===== config.mk =====
export PLATFORM = sky130hd
export DESIGN_NAME = alu_seq
export DESIGN_NICKNAME = d
export VERILOG_FILES = /design/src/rtl/alu_pkg.sv /design/src/rtl/bcd_corr.sv /design/src/rtl/alu_seq.sv
export SDC_FILE = /design/constraint.sdc
export NUM_CORES = 1
export LEC_CHECK = 0
export ABC_AREA = 0
export CAP_MARGIN = 20
export CORE_ASPECT_RATIO = 1.2
export CORE_MARGIN = 1.5
export CORE_UTILIZATION = 50
export DETAILED_ROUTE_END_ITERATION = 8
export PLACE_DENSITY_LB_ADDON = 0.25
export SLEW_MARGIN = 20
export SYNTH_ARGS = -nofsm -noshare
export SYNTH_HDL_FRONTEND = slang
export SYNTH_HIERARCHICAL = 1
export SYNTH_SLANG_ARGS = --single-unit

===== constraint.sdc =====
create_clock -name clk -period 5.03 [get_ports clk]
set_clock_uncertainty 0.1 [all_clocks]
set_input_delay 0.7545 -clock clk [delete_from_list [all_inputs] [get_ports clk]]
set_output_delay 0.7545 -clock clk [all_outputs]
set_load 0.01 [all_outputs]

===== src/rtl/alu_pkg.sv =====
// rtl/alu_pkg.sv - shared ALU control codes, opcodes, flag indices and sequencer states
package alu_pkg;

    // Function select presented to the external ALU
    typedef enum logic [2:0] {
        ALU_SUM = 3'b000,
        ALU_OR  = 3'b001,
        ALU_XOR = 3'b010,
        ALU_AND = 3'b011,
        ALU_SR  = 3'b100
    } alu_ctrl_e;

    // Request opcodes; 10..15 behave as NOP
    typedef enum logic [3:0] {
        OP_ADC = 4'd0,
        OP_SBC = 4'd1,
        OP_AND = 4'd2,
        OP_ORA = 4'd3,
        OP_EOR = 4'd4,
        OP_CMP = 4'd5,
        OP_ASL = 4'd6,
        OP_ROL = 4'd7,
        OP_LSR = 4'd8,
        OP_ROR = 4'd9,
        OP_NOP = 4'd10
    } op_e;

    // Bit positions inside the {N,V,Z,C} flag vector
    localparam int FLAG_C = 0;
    localparam int FLAG_Z = 1;
    localparam int FLAG_V = 2;
    localparam int FLAG_N = 3;

    typedef enum logic [1:0] {
        ST_IDLE = 2'd0,
        ST_EXEC = 2'd1,
        ST_ADJ  = 2'd2,
        ST_DONE = 2'd3
    } state_e;

    // Signed overflow of a + b giving r: operands agree in sign, result differs
    function automatic logic add_ovf(input logic [7:0] a, input logic [7:0] b, input logic [7:0] r);
        return ~(a[7] ^ b[7]) & (a[7] ^ r[7]);
    endfunction

endpackage


===== src/rtl/bcd_corr.sv =====
// rtl/bcd_corr.sv - decimal correction constant and carry for BCD add/subtract
// Ports: temp/co/hc = binary sum and its carries from the first pass,
//        is_sub = subtract mode; corr = value to add in the second pass,
//        c_out = final decimal carry.
module bcd_corr (
    input  logic [7:0] temp,
    input  logic       co,
    input  logic       hc,
    input  logic       is_sub,
    output logic [7:0] corr,
    output logic       c_out
);

    logic gt99;
    assign gt99 = (temp > 8'h99);

    always_comb begin
        corr  = 8'h00;
        c_out = co;
        if (is_sub) begin
            // Subtracting 6 / 0x60 is done as adding 0xFA / 0xA0; the sum wraps mod 256
            corr = (hc ? 8'h00 : 8'hFA) + (co ? 8'h00 : 8'hA0);
        end else begin
            corr  = (((temp[3:0] > 4'd9) || hc) ? 8'h06 : 8'h00)
                  + ((gt99 || co) ? 8'h60 : 8'h00);
            c_out = co | gt99;
        end
    end

endmodule


===== src/rtl/alu_seq.sv =====
// rtl/alu_seq.sv - sequencer driving an external 8-bit ALU with binary and BCD ops
// Ports: clk/rst (sync, active high); req_valid/req_ready/req_op/req_operand/d_flag
//        request; acc_ld/acc_din, p_ld/p_din register loads (IDLE only);
//        acc, flags {N,V,Z,C}, done status; alu_* drive and observe the ALU.
module alu_seq
    import alu_pkg::*;
(
    input  logic       clk,
    input  logic       rst,
    input  logic       req_valid,
    output logic       req_ready,
    input  logic [3:0] req_op,
    input  logic [7:0] req_operand,
    input  logic       d_flag,
    input  logic       acc_ld,
    input  logic [7:0] acc_din,
    input  logic       p_ld,
    input  logic [3:0] p_din,
    output logic [7:0] acc,
    output logic [3:0] flags,
    output logic       done,
    output logic [2:0] alu_ctrl,
    output logic [7:0] alu_ai,
    output logic [7:0] alu_bi,
    output logic       alu_ci,
    output logic       alu_daa,
    input  logic [7:0] alu_y,
    input  logic       alu_co,
    input  logic       alu_hc
);

    state_e     state_q, state_d;
    logic [3:0] op_q, op_d;
    logic [7:0] opnd_q, opnd_d;
    logic       dec_q, dec_d;
    logic [7:0] acc_q, acc_d;
    logic [3:0] flags_q, flags_d;
    logic [7:0] temp_q, temp_d;
    logic       tco_q, tco_d;
    logic       thc_q, thc_d;

    logic [7:0] corr;
    logic       corr_c;
    logic [7:0] b_eff;
    logic       c_in;
    logic       dec_arith;

    assign b_eff     = (op_q == OP_SBC) ? ~opnd_q : opnd_q;
    assign c_in      = flags_q[FLAG_C];
    assign dec_arith = dec_q && ((op_q == OP_ADC) || (op_q == OP_SBC));

    bcd_corr u_bcd_corr (
        .temp   (temp_q),
        .co     (tco_q),
        .hc     (thc_q),
        .is_sub (op_q == OP_SBC),
        .corr   (corr),
        .c_out  (corr_c)
    );

    assign acc       = acc_q;
    assign flags     = flags_q;
    assign done      = (state_q == ST_DONE);
    assign req_ready = (state_q == ST_IDLE);
    assign alu_daa   = 1'b0;

    always_comb begin
        state_d  = state_q;
        op_d     = op_q;
        opnd_d   = opnd_q;
        dec_d    = dec_q;
        acc_d    = acc_q;
        flags_d  = flags_q;
        temp_d   = temp_q;
        tco_d    = tco_q;
        thc_d    = thc_q;
        alu_ctrl = ALU_SUM;
        alu_ai   = 8'h00;
        alu_bi   = 8'h00;
        alu_ci   = 1'b0;

        case (state_q)
            ST_IDLE: begin
                if (acc_ld) acc_d   = acc_din;
                if (p_ld)   flags_d = p_din;
                if (req_valid) begin
                    op_d    = req_op;
                    opnd_d  = req_operand;
                    dec_d   = d_flag;
                    state_d = ST_EXEC;
                end
            end

            ST_EXEC: begin
                case (op_q)
                    OP_ADC: begin alu_ai = acc_q; alu_bi = opnd_q;  alu_ci = c_in; end
                    OP_SBC: begin alu_ai = acc_q; alu_bi = ~opnd_q; alu_ci = c_in; end
                    OP_CMP: begin alu_ai = acc_q; alu_bi = ~opnd_q; alu_ci = 1'b1; end
                    OP_AND: begin alu_ctrl = ALU_AND; alu_ai = acc_q; alu_bi = opnd_q; end
                    OP_ORA: begin alu_ctrl = ALU_OR;  alu_ai = acc_q; alu_bi = opnd_q; end
                    OP_EOR: begin alu_ctrl = ALU_XOR; alu_ai = acc_q; alu_bi = opnd_q; end
                    OP_ASL: begin alu_ai = acc_q; alu_bi = acc_q; end
                    OP_ROL: begin alu_ai = acc_q; alu_bi = acc_q; alu_ci = c_in; end
                    OP_LSR: begin alu_ctrl = ALU_SR; alu_ai = acc_q; end
                    OP_ROR: begin alu_ctrl = ALU_SR; alu_ai = acc_q; alu_ci = c_in; end
                    default: ;
                endcase

                temp_d = alu_y;
                tco_d  = alu_co;
                thc_d  = alu_hc;

                if (dec_arith) begin
                    state_d = ST_ADJ;
                end else begin
                    state_d = ST_DONE;
                    // Binary results commit here so they appear with the done pulse
                    case (op_q)
                        OP_ADC, OP_SBC: begin
                            acc_d           = alu_y;
                            flags_d[FLAG_N] = alu_y[7];
                            flags_d[FLAG_Z] = (alu_y == 8'h00);
                            flags_d[FLAG_C] = alu_co;
                            flags_d[FLAG_V] = add_ovf(acc_q, b_eff, alu_y);
                        end
                        OP_CMP: begin
                            flags_d[FLAG_N] = alu_y[7];
                            flags_d[FLAG_Z] = (alu_y == 8'h00);
                            flags_d[FLAG_C] = alu_co;
                        end
                        OP_AND, OP_ORA, OP_EOR: begin
                            acc_d           = alu_y;
                            flags_d[FLAG_N] = alu_y[7];
                            flags_d[FLAG_Z] = (alu_y == 8'h00);
                        end
                        OP_ASL, OP_ROL, OP_LSR, OP_ROR: begin
                            acc_d           = alu_y;
                            flags_d[FLAG_N] = alu_y[7];
                            flags_d[FLAG_Z] = (alu_y == 8'h00);
                            flags_d[FLAG_C] = alu_co;
                        end
                        default: ;
                    endcase
                end
            end

            ST_ADJ: begin
                // Second ALU pass adds the decimal correction to the binary sum
                alu_ctrl        = ALU_SUM;
                alu_ai          = temp_q;
                alu_bi          = corr;
                acc_d           = alu_y;
                flags_d[FLAG_N] = alu_y[7];
                flags_d[FLAG_Z] = (alu_y == 8'h00);
                flags_d[FLAG_C] = corr_c;
                // Overflow follows the binary first pass, acc_q still holds the old value
                flags_d[FLAG_V] = add_ovf(acc_q, b_eff, temp_q);
                state_d         = ST_DONE;
            end

            ST_DONE: state_d = ST_IDLE;

            default: state_d = ST_IDLE;
        endcase
    end

    always_ff @(posedge clk) begin
        if (rst) begin
            state_q <= ST_IDLE;
            op_q    <= 4'h0;
            opnd_q  <= 8'h00;
            dec_q   <= 1'b0;
            acc_q   <= 8'h00;
            flags_q <= 4'h0;
            temp_q  <= 8'h00;
            tco_q   <= 1'b0;
            thc_q   <= 1'b0;
        end else begin
            state_q <= state_d;
            op_q    <= op_d;
            opnd_q  <= opnd_d;
            dec_q   <= dec_d;
            acc_q   <= acc_d;
            flags_q <= flags_d;
            temp_q  <= temp_d;
            tco_q   <= tco_d;
            thc_q   <= thc_d;
        end
    end

endmodule


==> metrics.txt <==
leak pwr=1.18 nW; first-pass GRT wire length=11100 µm; post-DR wirelength/cell=16.2 µm; Hold Crit Class=reg2reg; sequential-to-total area share from yosys stat=30.2%; clk root buf=clkbuf_8; EDFF count, synth=0; most frequent cell after synthesis=nand2_1; Post-route DRC=0; Critical Path Slowest Stage Cell=dfxtp_1; RSZ-0062 raised after global routing=false; number of global-route vias before repair=roughly 2300; Post-Syn Area=approximately 0.0025 mm²; vias=2462; # Max-Cap Violations=0; initial DRC count=160; number of post-CTS setup repair buffers=0; Tmin final=3.82 ns; top-area cell type share of the netlist area=30.2%; Post-DRT Antenna Nets=0; Setup Viol. Count Final=0; # fillers=397; Max stage delay on crit path=~0.73 ns; setup TNS=0 ns; synth unique cells=43; worst slew pin tran=0.872 ns; status=complete, no violations; DIE HEIGHT=79.7 µm; Ports=75; largest fanout on the critical path=16; ratio of cells with drive above 1 in the final layout=4.32%; synthesized net count=between 300 and 400; Initial Utilization=52.6%; largest net degree at the start of global routing=38; CTS resizes=0; met1 WL=2980 µm; DRT Pass-1 Iters=4; worst relative slew slack=roughly two fifths; Ant. Diodes=0; Pwr Density=379 mW/mm²; kind of critical path=reg2out; commonest cells in the netlist=nand2_1, a21oi_1, dfxtp_1; critical path data required time=4.18 ns; Crit. End Element=primary output; Critical Path, Cell by Cell=nor4b_1 -> buf_4 -> nor2_1 -> and4bb_2 -> nor3_1 -> nand2_1 -> a21oi_1 -> clkdlybuf4s50_1; Worst path top cell family by delay=simple AND/OR/NAND/NOR gates; final worst slack=1.21 ns; total grt overflow=0; area growth from synthesis to layout=31.3%; arrival time at the worst endpoint=between 2 and 3 ns; worst path bufs/invs=2; gpl congestion=just over 0.8; antenna violations before repair=0; Core Util, Final=69.1%; core area=0.00466 mm²; Clock Tree Buf Depth=2; Top Layer Used=met4; Fin. Hold Viols=0; crit share post-route=76.0%; Final Max Tran Viols=0; vias per inst=around 5.8; Tot GR Track Use=27.0%; clock sinks=37; Syn. warnings=6; pre-CTS WS=1.63 ns; routed wl met3=approximately 420 µm; Routed WL=6950 µm; FFs w/ async S/R, synth=0%; Final HPWL DP=4920 µm; post-synthesis register bit count=37; Startpoint Class=flop; # rows=27; CTS tree=done; Synth Flop Type=dfxtp_1; Hold Buf Count CTS=0; htree depth=2; Avg Cell Area, Syn=7.81 µm²; fin nets=415; maximum vdd drop=0.232 mV; Clock transition at path regs=0.08 ns; cell taking the most area after synthesis=dfxtp_1; Fmax=262 MHz; cell count after synthesis=314; DR WL met2=3390 µm; die area=about 0.0053 mm²; count of buffers from port buffering=73; later-pin clock latency in the skew report=0.29 ns; Die X=66.9 µm; largest cells by area after synthesis=dfxtp_1, mux2i_1, a21oi_1, nand2_1, nor2_1; CTS Buf Count=5
==> final timing paths <==
path,from,to,slack (ns),cells after the start
worst max-delay path,op_q[0],alu_bi[6],1.21,8
worst min-delay path,opnd_q[4],opnd_q[4],0.39,2
worst max register to register,state_q[0],flags[0],2.67,6
worst min register to register,opnd_q[4],opnd_q[4],0.39,2
==> sequential cells by signal, indices dropped and copies added, names as in the netlist <==
name     count
acc          8
opnd_q       8
temp_q       8
flags        4
op_q         4
state_q      2
dec_q        1
tco_q        1
thc_q        1
==> cell type report <==
| cell class | instances | area [µm²] | share of cell area, % |
|---|---|---|---|
| clock inverters | 2 | 10.0 | 0.311 |
| clock buffers | 6 | 72.6 | 2.25 |
| well taps | 58 | 72.6 | 2.25 |
| flip-flops and latches | 37 | 741 | 23.0 |
| inverters | 9 | 33.8 | 1.05 |
| multi-input cells | 239 | 1530 | 47.5 |
| repair buffers | 77 | 761 | 23.6 |
==> placed cells by master (no fill, tap or decap), types with 5 or more instances in the layout <==
master / netlist / layout
ha_1: 6 / 6
nor2b_1: 7 / 7
nor2_1: 28 / 28
nand2_1: 46 / 46
inv_1: 9 / 9
xor2_1: 7 / 7
o21ai_0: 5 / 5
o211ai_1: 7 / 7
clkdlybuf4s50_1: 0 / 73
a311oi_1: 11 / 11
a22oi_1: 8 / 8
mux2i_1: 28 / 28
clkbuf_8: 0 / 5
dfxtp_1: 37 / 37
a21oi_1: 38 / 38
==> worst register-to-register path: stages (launching register included) <==
cell,delay [ns]
dfxtp_1,0.40
inv_1,0.08
ha_1,0.53
inv_1,0.60
a221oi_1,0.10
or3_1,0.36
mux2i_1,0.13
==> per-layer routing <==
layer  vias to the layer above  global-route usage (%)
met3                        14                    4.80
met5                         -                       0
li1                       1219                       -
met2                        98                    45.3
met1                      1131                    34.7
met4                         0                    8.78
==> power breakdown <==
| part | total (W) | internal, W | switching, W |
|---|---|---|---|
| Combinational | 0.000574 | 0.000275 | 0.000299 |
| Clock | 0.000204 | 0.0000961 | 0.000108 |
| Sequential | 0.000444 | 0.000353 | 0.0000912 |
| Total | 0.00122 | 0.000724 | 0.000497 |
==> stage by stage <==
| step | area, µm² | power (W) | hold WS (ns) | std cells |
|---|---|---|---|---|
| detailed placement | 3140 | 0.00101 | 0.379 | 420 |
| global route | 3220 | 0.00130 | 0.416 | 428 |
| global placement | 3130 | 0.00100 | 0.365 | 419 |
| floorplan | 2450 | 0.000806 | 0.346 | 314 |
| finish | 3220 | 0.00122 | 0.394 | 428 |
| CTS | 3220 | 0.00122 | 0.390 | 428 |
==> cell families after synthesis <==
| kind of cell | count (synthesis) | share of synthesized area (%) |
|---|---|---|
| simple gates | 106 | 20.5 |
| compound gates | 88 | 23.9 |
| buf+inv | 38 | 7.40 |
| flops | 37 | 30.2 |
| mux | 28 | 11.4 |
| xor+xnor | 9 | 3.21 |
| fa+ha+maj | 6 | 3.06 |
| other cells | 2 | 0.306 |
Power figures use the tool's default switching activity.
